$ cat src/rtl/led_pattern_ctrl_pkg.sv
// rtl/led_pattern_ctrl_pkg.sv - shared mode codes, bounce direction type and clog2 helper
package led_pattern_ctrl_pkg;

    localparam logic [2:0] MODE_OFF    = 3'b000;
    localparam logic [2:0] MODE_SCORE  = 3'b001;
    localparam logic [2:0] MODE_BLINK  = 3'b010;
    localparam logic [2:0] MODE_ON     = 3'b011;
    localparam logic [2:0] MODE_CHASE  = 3'b100;
    localparam logic [2:0] MODE_BOUNCE = 3'b101;
    localparam logic [2:0] MODE_BAR    = 3'b110;

    typedef enum logic {
        DIR_UP   = 1'b0,
        DIR_DOWN = 1'b1
    } dir_e;

    // Bits needed to hold values 0..value-1 (at least 1 for value <= 2).
    function automatic int clog2(input int value);
        int result;
        result = 0;
        for (int v = value - 1; v > 0; v = v >> 1) begin
            result = result + 1;
        end
        if (result == 0) begin
            result = 1;
        end
        return result;
    endfunction

endpackage

$ cat src/rtl/led_pattern_ctrl_tick_gen.sv
// rtl/led_pattern_ctrl_tick_gen.sv - pattern-step prescaler with synchronous clear
module tick_gen #(
    parameter int TICK_DIV = 25_000_000
) (
    input  logic clk,
    input  logic rst,
    input  logic clr,
    output logic tick
);
    import led_pattern_ctrl_pkg::*;

    localparam int            CW   = clog2(TICK_DIV);
    localparam logic [CW-1:0] LAST = CW'(TICK_DIV - 1);

    logic [CW-1:0] cnt_q;
    logic [CW-1:0] cnt_d;
    logic          wrap;

    assign wrap = (cnt_q == LAST);

    // A clear wins over the wrap so the cycle of a mode change never steps.
    assign tick = wrap && !clr;

    // Next prescaler count: clear, wrap to zero, or increment.
    always_comb begin
        cnt_d = cnt_q + CW'(1);
        if (clr || wrap) begin
            cnt_d = '0;
        end
    end

    // Prescaler register.
    always_ff @(posedge clk or posedge rst) begin
        if (rst) begin
            cnt_q <= '0;
        end else begin
            cnt_q <= cnt_d;
        end
    end

endmodule

$ cat src/rtl/led_pattern_ctrl.sv
// rtl/led_pattern_ctrl.sv - timed LED pattern generator driving the board LED bank from score or patterns
module led_pattern_ctrl #(
    parameter int WIDTH    = 7,
    parameter int TICK_DIV = 25_000_000
) (
    input  logic             clk,
    input  logic             rst,
    input  logic [WIDTH-1:0] score,
    input  logic [2:0]       led_control,
    output logic [WIDTH-1:0] leds_out,
    output logic             tick
);
    import led_pattern_ctrl_pkg::*;

    localparam int               PW        = clog2(WIDTH);
    localparam int               FW        = clog2(WIDTH + 1);
    localparam logic [PW-1:0]    POS_LAST  = PW'(WIDTH - 1);
    localparam logic [FW-1:0]    FILL_LAST = FW'(WIDTH);
    localparam logic [WIDTH-1:0] ONE_HOT0  = WIDTH'(1);

    logic [2:0]       mode_q,  mode_d;
    logic [PW-1:0]    pos_q,   pos_d;
    dir_e             dir_q,   dir_d;
    logic             phase_q, phase_d;
    logic [FW-1:0]    fill_q,  fill_d;
    logic [WIDTH-1:0] leds_q,  leds_d;
    logic             tick_q,  tick_d;

    logic mode_change;
    logic step;

    // Any difference restarts the pattern; re-asserting the same mode does not.
    assign mode_change = (led_control != mode_q);

    tick_gen #(
        .TICK_DIV (TICK_DIV)
    ) u_tick_gen (
        .clk  (clk),
        .rst  (rst),
        .clr  (mode_change),
        .tick (step)
    );

    // Pattern state update: restart on mode change, otherwise advance only the active pattern on a step.
    always_comb begin
        mode_d  = mode_q;
        pos_d   = pos_q;
        dir_d   = dir_q;
        phase_d = phase_q;
        fill_d  = fill_q;
        tick_d  = step;
        if (mode_change) begin
            mode_d  = led_control;
            pos_d   = '0;
            dir_d   = DIR_UP;
            phase_d = 1'b1;
            fill_d  = '0;
        end else if (step) begin
            case (mode_q)
                MODE_BLINK: begin
                    phase_d = !phase_q;
                end
                MODE_CHASE: begin
                    pos_d = (pos_q == POS_LAST) ? '0 : pos_q + PW'(1);
                end
                MODE_BOUNCE: begin
                    // Turn around at each end without dwelling on the end LED twice.
                    if (dir_q == DIR_UP) begin
                        if (pos_q == POS_LAST) begin
                            dir_d = DIR_DOWN;
                            pos_d = POS_LAST - PW'(1);
                        end else begin
                            pos_d = pos_q + PW'(1);
                        end
                    end else begin
                        if (pos_q == '0) begin
                            dir_d = DIR_UP;
                            pos_d = PW'(1);
                        end else begin
                            pos_d = pos_q - PW'(1);
                        end
                    end
                end
                MODE_BAR: begin
                    fill_d = (fill_q == FILL_LAST) ? '0 : fill_q + FW'(1);
                end
                default: begin
                end
            endcase
        end
    end

    // Next LED frame from the post-update state, so a mode change shows its first frame immediately.
    always_comb begin
        leds_d = '0;
        case (mode_d)
            MODE_SCORE:  leds_d = score;
            MODE_BLINK:  leds_d = phase_d ? score : '0;
            MODE_ON:     leds_d = '1;
            MODE_CHASE,
            MODE_BOUNCE: leds_d = ONE_HOT0 << pos_d;
            MODE_BAR: begin
                for (int i = 0; i < WIDTH; i++) begin
                    leds_d[i] = (FW'(i) < fill_d);
                end
            end
            default:     leds_d = '0;
        endcase
    end

    // Mode, pattern state and registered outputs.
    always_ff @(posedge clk or posedge rst) begin
        if (rst) begin
            mode_q  <= MODE_OFF;
            pos_q   <= '0;
            dir_q   <= DIR_UP;
            phase_q <= 1'b1;
            fill_q  <= '0;
            leds_q  <= '0;
            tick_q  <= 1'b0;
        end else begin
            mode_q  <= mode_d;
            pos_q   <= pos_d;
            dir_q   <= dir_d;
            phase_q <= phase_d;
            fill_q  <= fill_d;
            leds_q  <= leds_d;
            tick_q  <= tick_d;
        end
    end

    assign leds_out = leds_q;
    assign tick     = tick_q;

endmodule

$ cat config.mk
export PLATFORM = sky130hd
export DESIGN_NAME = led_pattern_ctrl
export DESIGN_NICKNAME = d
export VERILOG_FILES = /design/src/rtl/led_pattern_ctrl_pkg.sv /design/src/rtl/led_pattern_ctrl_tick_gen.sv /design/src/rtl/led_pattern_ctrl.sv
export SDC_FILE = /design/constraint.sdc
export NUM_CORES = 1
export LEC_CHECK = 0
export ABC_AREA = 1
export BUFFER_PORTS_ARGS = -buffer_cell sky130_fd_sc_hd__buf_2
export CAP_MARGIN = 20
export CORE_UTILIZATION = 60
export CTS_CLUSTER_DIAMETER = 200
export DETAILED_ROUTE_END_ITERATION = 8
export GPL_ROUTABILITY_DRIVEN = 0
export PLACE_DENSITY = 0.79
export SETUP_SLACK_MARGIN = 0.2
export SYNTH_ARGS = -nofsm -noshare
export SYNTH_HDL_FRONTEND = slang
export SYNTH_HIERARCHICAL = 1
export SYNTH_SLANG_ARGS = --single-unit
$ cat constraint.sdc
create_clock -name clk -period 2.6 [get_ports clk]
set_input_delay 0.52 -clock clk [delete_from_list [all_inputs] [get_ports clk]]
set_output_delay 0.52 -clock clk [all_outputs]
set_load 0.02 [all_outputs]
==> results of run 1 <==
==> report_power, final <==
group / total, mW / leakage (nW) / switching [mW] / internal (mW)
Combinational: 0.119 / 0.812 / 0.0807 / 0.0379
Clock: 0.442 / 0.0455 / 0.225 / 0.217
Sequential: 0.705 / 0.594 / 0.00962 / 0.695
==> final timing paths <==
| path | depth (start not counted) | start | end | slack, ns |
|---|---|---|---|---|
| max | 16 | u_tick_gen/cnt_q[1] | leds_out[0] | 0.36 |
| min | 3 | rst | u_tick_gen/cnt_q[8] | 0.27 |
| max reg2reg | 16 | u_tick_gen/cnt_q[1] | leds_out[0] | 0.36 |
| min reg2reg | 3 | u_tick_gen/cnt_q[24] | u_tick_gen/cnt_q[24] | 0.57 |
| max in group asynchronous | 2 | rst | leds_out[0] | 1.77 |
| min in group clk | 1 | led_control[0] | mode_q[0] | 0.36 |
==> through the flow <==
stage          hold WS, ns  cell area, um2  cells  util, %
5_1_grt              0.313            3170    489     70.9
4_1_cts              0.272            3090    481     69.2
2_1_floorplan        0.470            2870    406        -
3_5_place_dp         0.531            3000    473     67.1
6_report             0.269            3170    489     70.9
3_3_place_gp         0.522            3000    473     67.1
==> per-layer routing <==
layer  wire (um)  GRT usage [%]  up-vias
met2        3100           47.2       48
li1            -              -     1311
met4         130           10.7        0
met1        2630           30.4     1192
met5           0              0        -
met3         166           3.85       12
==> cells by family (layout without fill, tap and decap cells) <==
logic type	Yosys count	after routing	share of synthesized area, %
xor+xnor	17	17	5.72
buf+inv	53	84	7.55
fa+ha+maj	5	5	2.18
flops	44	44	38.5
compound gates	22	22	4.36
simple gates	265	265	41.7
==> sequential cells by signal (all words and copies together) (netlist names) <==
signal	count
phase_q	1
fill_q	3
tick	1
leds_out	7
dir_q	1
u_tick_gen/cnt_q	25
mode_q	3
pos_q	3
==> final cells by class <==
cell class	count	area [um2]	share of cell area [%]
tap	52	65.1	2.05
multi-input combinational	309	1570	49.3
inverter	47	179	5.64
timing repair buffer	29	170	5.36
clock buffer	8	90.1	2.84
sequential	44	1100	34.8
==> cells in the final DEF (no fill, tap or decap), drive strengths merged, types with 5 or more instances in the layout <==
cell and n:
nand2 118, xnor2 7, clkbuf 8, xor2 10, buf 29, inv 47, ha 5, nor2 107
nand3 33, dfrtp 43, nand4 5, o21ai 15
==> synthesized netlist by cell type (4+ instances only) <==
cell type  instances
inv_1             39
nand4_1            5
clkbuf_1           4
nor2_4             6
dfrtp_1           43
nand2_2            9
nor2_1            96
o21ai_0           12
xor2_1            10
nand3_1           28
xnor2_1            5
inv_2              7
ha_1               5
nor2_2             5
nand2_1          106
==> worst reg2reg max path, delay by kind of cell, from the launching register on <==
kind,cells,cell delay (ns)
fa+ha+maj,1,0.19
flops,1,0.45
compound gates,1,0.17
simple gates,12,1.18
buf+inv,2,0.15
==> timing repair <==
item                       in CTS  in global routing
gates resized for setup         0                  5
buffers inserted                0                  8
setup endpoints to repair       0                  7
==> impl_metrics.toml, run 1 <==
[floorplanning]
fp.dieH_um = 71.1
dieArea_um2 = 5060
pin_count = 20
initial_core_util_pct = 64.1
fp.coreArea_um2 = 4470
rows = 24
dieWidth_um = 71.1

[sta]
finalMaxSlewViolations = 0
tns_ns = 0
setup_violations = 0
fin_skew_ns = 0.00633
relSlewSlack_pct = 49.7
period_share_pct = 86.3
tightest_slew_ns = 0.753
finalWorstPathRequiredPeriod_ns = 2.24
layout_setup_ws_ns = 0.356
hold_viol_final = 0
fmax_mhz = 446
rsz0062_at_grt = "no"

[critical_path]
crit_path_start_kind = "flop"
cpPeakStageDelay_ns = 0.45
critPathKind = "reg -> reg"
crit_chain = "ha_4 -> nand3_4 -> nor2_4 -> inv_2 -> nor2_2 -> nand2_2 -> nor2_2 -> nand2_1 -> inv_2 -> nand2_2 -> nand2_1 -> nand2_1 -> o21ai_2 -> nor2_1 -> nor2_1 -> nand2_1"
path_delay_family = "simple AND/OR/NAND/NOR gates"
crit_path_max_fanout = 5
cp.required_ns = 2.78
worstPathArrival_ns = 2.43
crit_buf_inv = 2
end_kind = "flop"
critPathSlowestCell = "dfrtp_1"
crit_top_cell = "nand2_1"

[clock_tree]
cts_root_buffer = "clkbuf_8"
ctsHtreeMaxLevel = 2
cts_tree = "done"
path_clk_slew_ns = 0.08
cts.sinks = 44
clockBufferDepth = 2
postCtsHoldBufs = 0
clkLatencyLatePin_ns = 0.29
numCtsBuffers = 5

[pwr]
power_density_nw_per_um2 = 399
max-vdd-ir-drop_mv = 0.226
p_total_mw = 1.27
p_leak_nw = 1.45

[logic_synthesis]
syn_avg_cell_area_um2 = 7.06
yosysTopAreaCell = "dfrtp_1"
synth_area_um2 = 2870
syn_inst = 406
synth.area.top_cells = "dfrtp_1, nand2_1, nor2_1"
synth.top_cell.area_share_pct = 37.5
synth-async-reset-ratio_pct = 100
synth_seq_area_share_pct = 38.5
syn_nets = 423
ys_warn_count = 6
synthFlopType = "dfrtp_1"
synth_edf_count = 0
synth_cell_types = 29
ys_ff_latch = 44

[flow_run]
cap_violations = 0

[detailed_routing]
first_pass_iters = 4
wirelength_mm = 6.04
drtIter0Drc = 122
drc_errors = 0
wl_per_cell_um = 12.3
num_vias = 2563
ant_nets = 0
viasPerCell = 5.24

[placement]
portBuffers = 19
dp_slack_ns = 0.228
hpwl_mm = 4.59

[grt]
grt_pass1_wl_mm = 10.3
grt_usage_pct = 25.9
grt_max_degree = 26
grt_antenna_before_repair = 0
gr-total-overflow = 0
grt_pass1_vias = 2453

[cells_and_area]
fillCellCount = 378
antenna_cells = 0
drive_gt1_share_pct = 18.1
area_growth_pct = 10.7
final_nets = 453

[hold_path]
hold_path.class = "in -> async"

[status]
outcome = "completed"
Note: power is estimated with default switching activity, not from simulation.
==> inputs of run 2 (changes only) <==
CELL_PAD_IN_SITES_DETAIL_PLACEMENT = 0   (was not set)
CELL_PAD_IN_SITES_GLOBAL_PLACEMENT = 2   (was not set)
CORE_UTILIZATION = 34   (was 60)
PLACE_DENSITY = not set   (was 0.79)
PLACE_DENSITY_LB_ADDON = 0.1   (was not set)
==> run 2 against run 1 <==
Via count fell by 3.4%. Clock power rose by 19%. Final area rose by 2.0%. Clock-buffer cell count fell by 2. Sequential power barely moved. Critical endpoint is now leds_out[4].
==> impl_metrics.toml, run 2 (synthesized netlist as in run 1, its figures left out) <==
[detailed_routing]
ant_nets = 0
wirelength_mm = 6.90
drtIter0Drc = 75
first_pass_iters = 4
num_vias = 2477
wl_per_cell_um = 12.8
drc_errors = 0
viasPerCell = 4.60

[floorplanning]
initial_core_util_pct = 35.1
rows = 33
pin_count = 20
dieArea_um2 = 8800
fp.coreArea_um2 = 8180
fp.dieH_um = 93.8
dieWidth_um = 93.8

[placement]
hpwl_mm = 5.33
portBuffers = 19
dp_slack_ns = 0.214
dpl_cell_area_um2 = 3080
dpl.cell_count = 527

[clock_tree]
postCtsHoldBufs = 0
cts.sinks = 44
path_clk_slew_ns = 0.09
ctsHtreeMaxLevel = 2
cts_root_buffer = "clkbuf_8"
clkLatencyLatePin_ns = 0.30
cts_tree = "done"
clockBufferDepth = 2
numCtsBuffers = 5

[critical_path]
crit_path_start_kind = "flop"
startpoint = "u_tick_gen/cnt_q[1]"
end_kind = "flop"
critPathKind = "reg -> reg"
rr_endpoint = "leds_out[4]"
rr_worst_depth = 16
worstPathArrival_ns = 2.41
crit_path_max_fanout = 5
rrSetupSlack_ns = 0.38
r2r-start = "u_tick_gen/cnt_q[1]"
cp.required_ns = 2.79

[pwr]
power_density_nw_per_um2 = 417
max-vdd-ir-drop_mv = 0.163
p_total_mw = 1.35
p_leak_nw = 1.44

[grt]
use_met2_pct = 32.3
grt_pass1_vias = 2538
grt_max_degree = 26
grt_antenna_before_repair = 0
use_met3_pct = 3.16
busiest_layer = "met2"
grt_usage_pct = 17.5
grt_pass1_wl_mm = 12.0
grt.met1_usage_pct = 20.3
gr-total-overflow = 0

[sta]
period_share_pct = 85.3
hold_slack_ns = 0.269
setup_violations = 0
tightest_slew_ns = 0.780
relSlewSlack_pct = 47.9
finalWorstPathRequiredPeriod_ns = 2.22
fin_skew_ns = 0.0107
fmax_mhz = 451
tns_ns = 0
hold_viol_final = 0
layout_setup_ws_ns = 0.382
rsz0062_at_grt = "yes"
finalMaxSlewViolations = 0

[cells_and_area]
final_nets = 450
drive_gt1_share_pct = 18.0
largest_reg_flops = 25
final_cell_mix = "nand2_1, nor2_1, dfrtp_1"
area_growth_pct = 13.0
layout_commonest_cell = "nand2_1"
antenna_cells = 0
final_cell_area_um2 = 3240
fillCellCount = 895
fin_util_pct = 39.6
largest-register = "u_tick_gen/cnt_q"
fin_cells = 539

[status]
outcome = "completed"

[hold_path]
hold_path.class = "in -> async"

[flow_run]
cap_violations = 0
-- run 2: cell types whose count changed in the layout (fill, tap and decap cells not counted), sizes merged --
| cell | before | now |
|---|---|---|
| clkinv | 0 | 1 |
| clkbuf | 8 | 6 |
| buf | 29 | 26 |
| bufinv | 0 | 1 |
-- run 2: area by class of cell --
class	count	area, um2	share of cell area (%)
Clock buffer	6	72.6	2.24
Timing Repair Buffer	26	148	4.56
Tap cell	105	131	4.06
Clock inverter	2	35.0	1.08
Sequential cell	44	1100	34.1
Multi-Input combinational cell	309	1570	48.5
Inverter	47	179	5.53
-- run 2: critical path, stage by stage, from the launching register on --
cell     delay (ns)
dfrtp_1        0.44
ha_4           0.18
nand3_4        0.10
nor2_4         0.18
inv_2          0.05
nor2_2         0.10
nand2_2        0.08
nor2_1         0.12
nand2_1        0.08
inv_2          0.09
nand2_2        0.08
nand2_1        0.06
nand2_1        0.10
o21ai_2        0.15
nor2_1         0.06
nor2_1         0.15
nand2_1        0.08
-- run 2: worst max path at each step --
| stage | endpoint | slack [ns] | cells past startpoint |
|---|---|---|---|
| after global placement | leds_out[4] | 0.23 | 16 |
| after floorplan | leds_out[0] | 0.37 | 16 |
| final | leds_out[4] | 0.38 | 16 |
| after detailed placement | leds_out[0] | 0.21 | 16 |
| after CTS | leds_out[4] | 0.21 | 16 |
| after global routing | leds_out[4] | 0.18 | 16 |
-- run 2: power breakdown --
group | switching [mW] | total [mW] | internal [mW] | leakage, nW
clock network | 0.239 | 0.525 | 0.286 | 0.0552
registers | 0.0101 | 0.705 | 0.695 | 0.594
logic | 0.0829 | 0.120 | 0.0376 | 0.795
total | 0.332 | 1.35 | 1.02 | 1.44
-- run 2: what timing repair did --
item | CTS | global route
endpoints found under the setup margin | 0 | 7
gates resized for setup | 0 | 6
buffers inserted | 0 | 4
-- run 2: metal layers --
layer / part of all wire (%) / vias up / wire length, um
met5: 0 / - / 0
li1: - / 1294 / -
met1: 44 / 1127 / 3040
met3: 3.1 / 10 / 216
met4: 2.1 / 0 / 142
met2: 51 / 46 / 3500
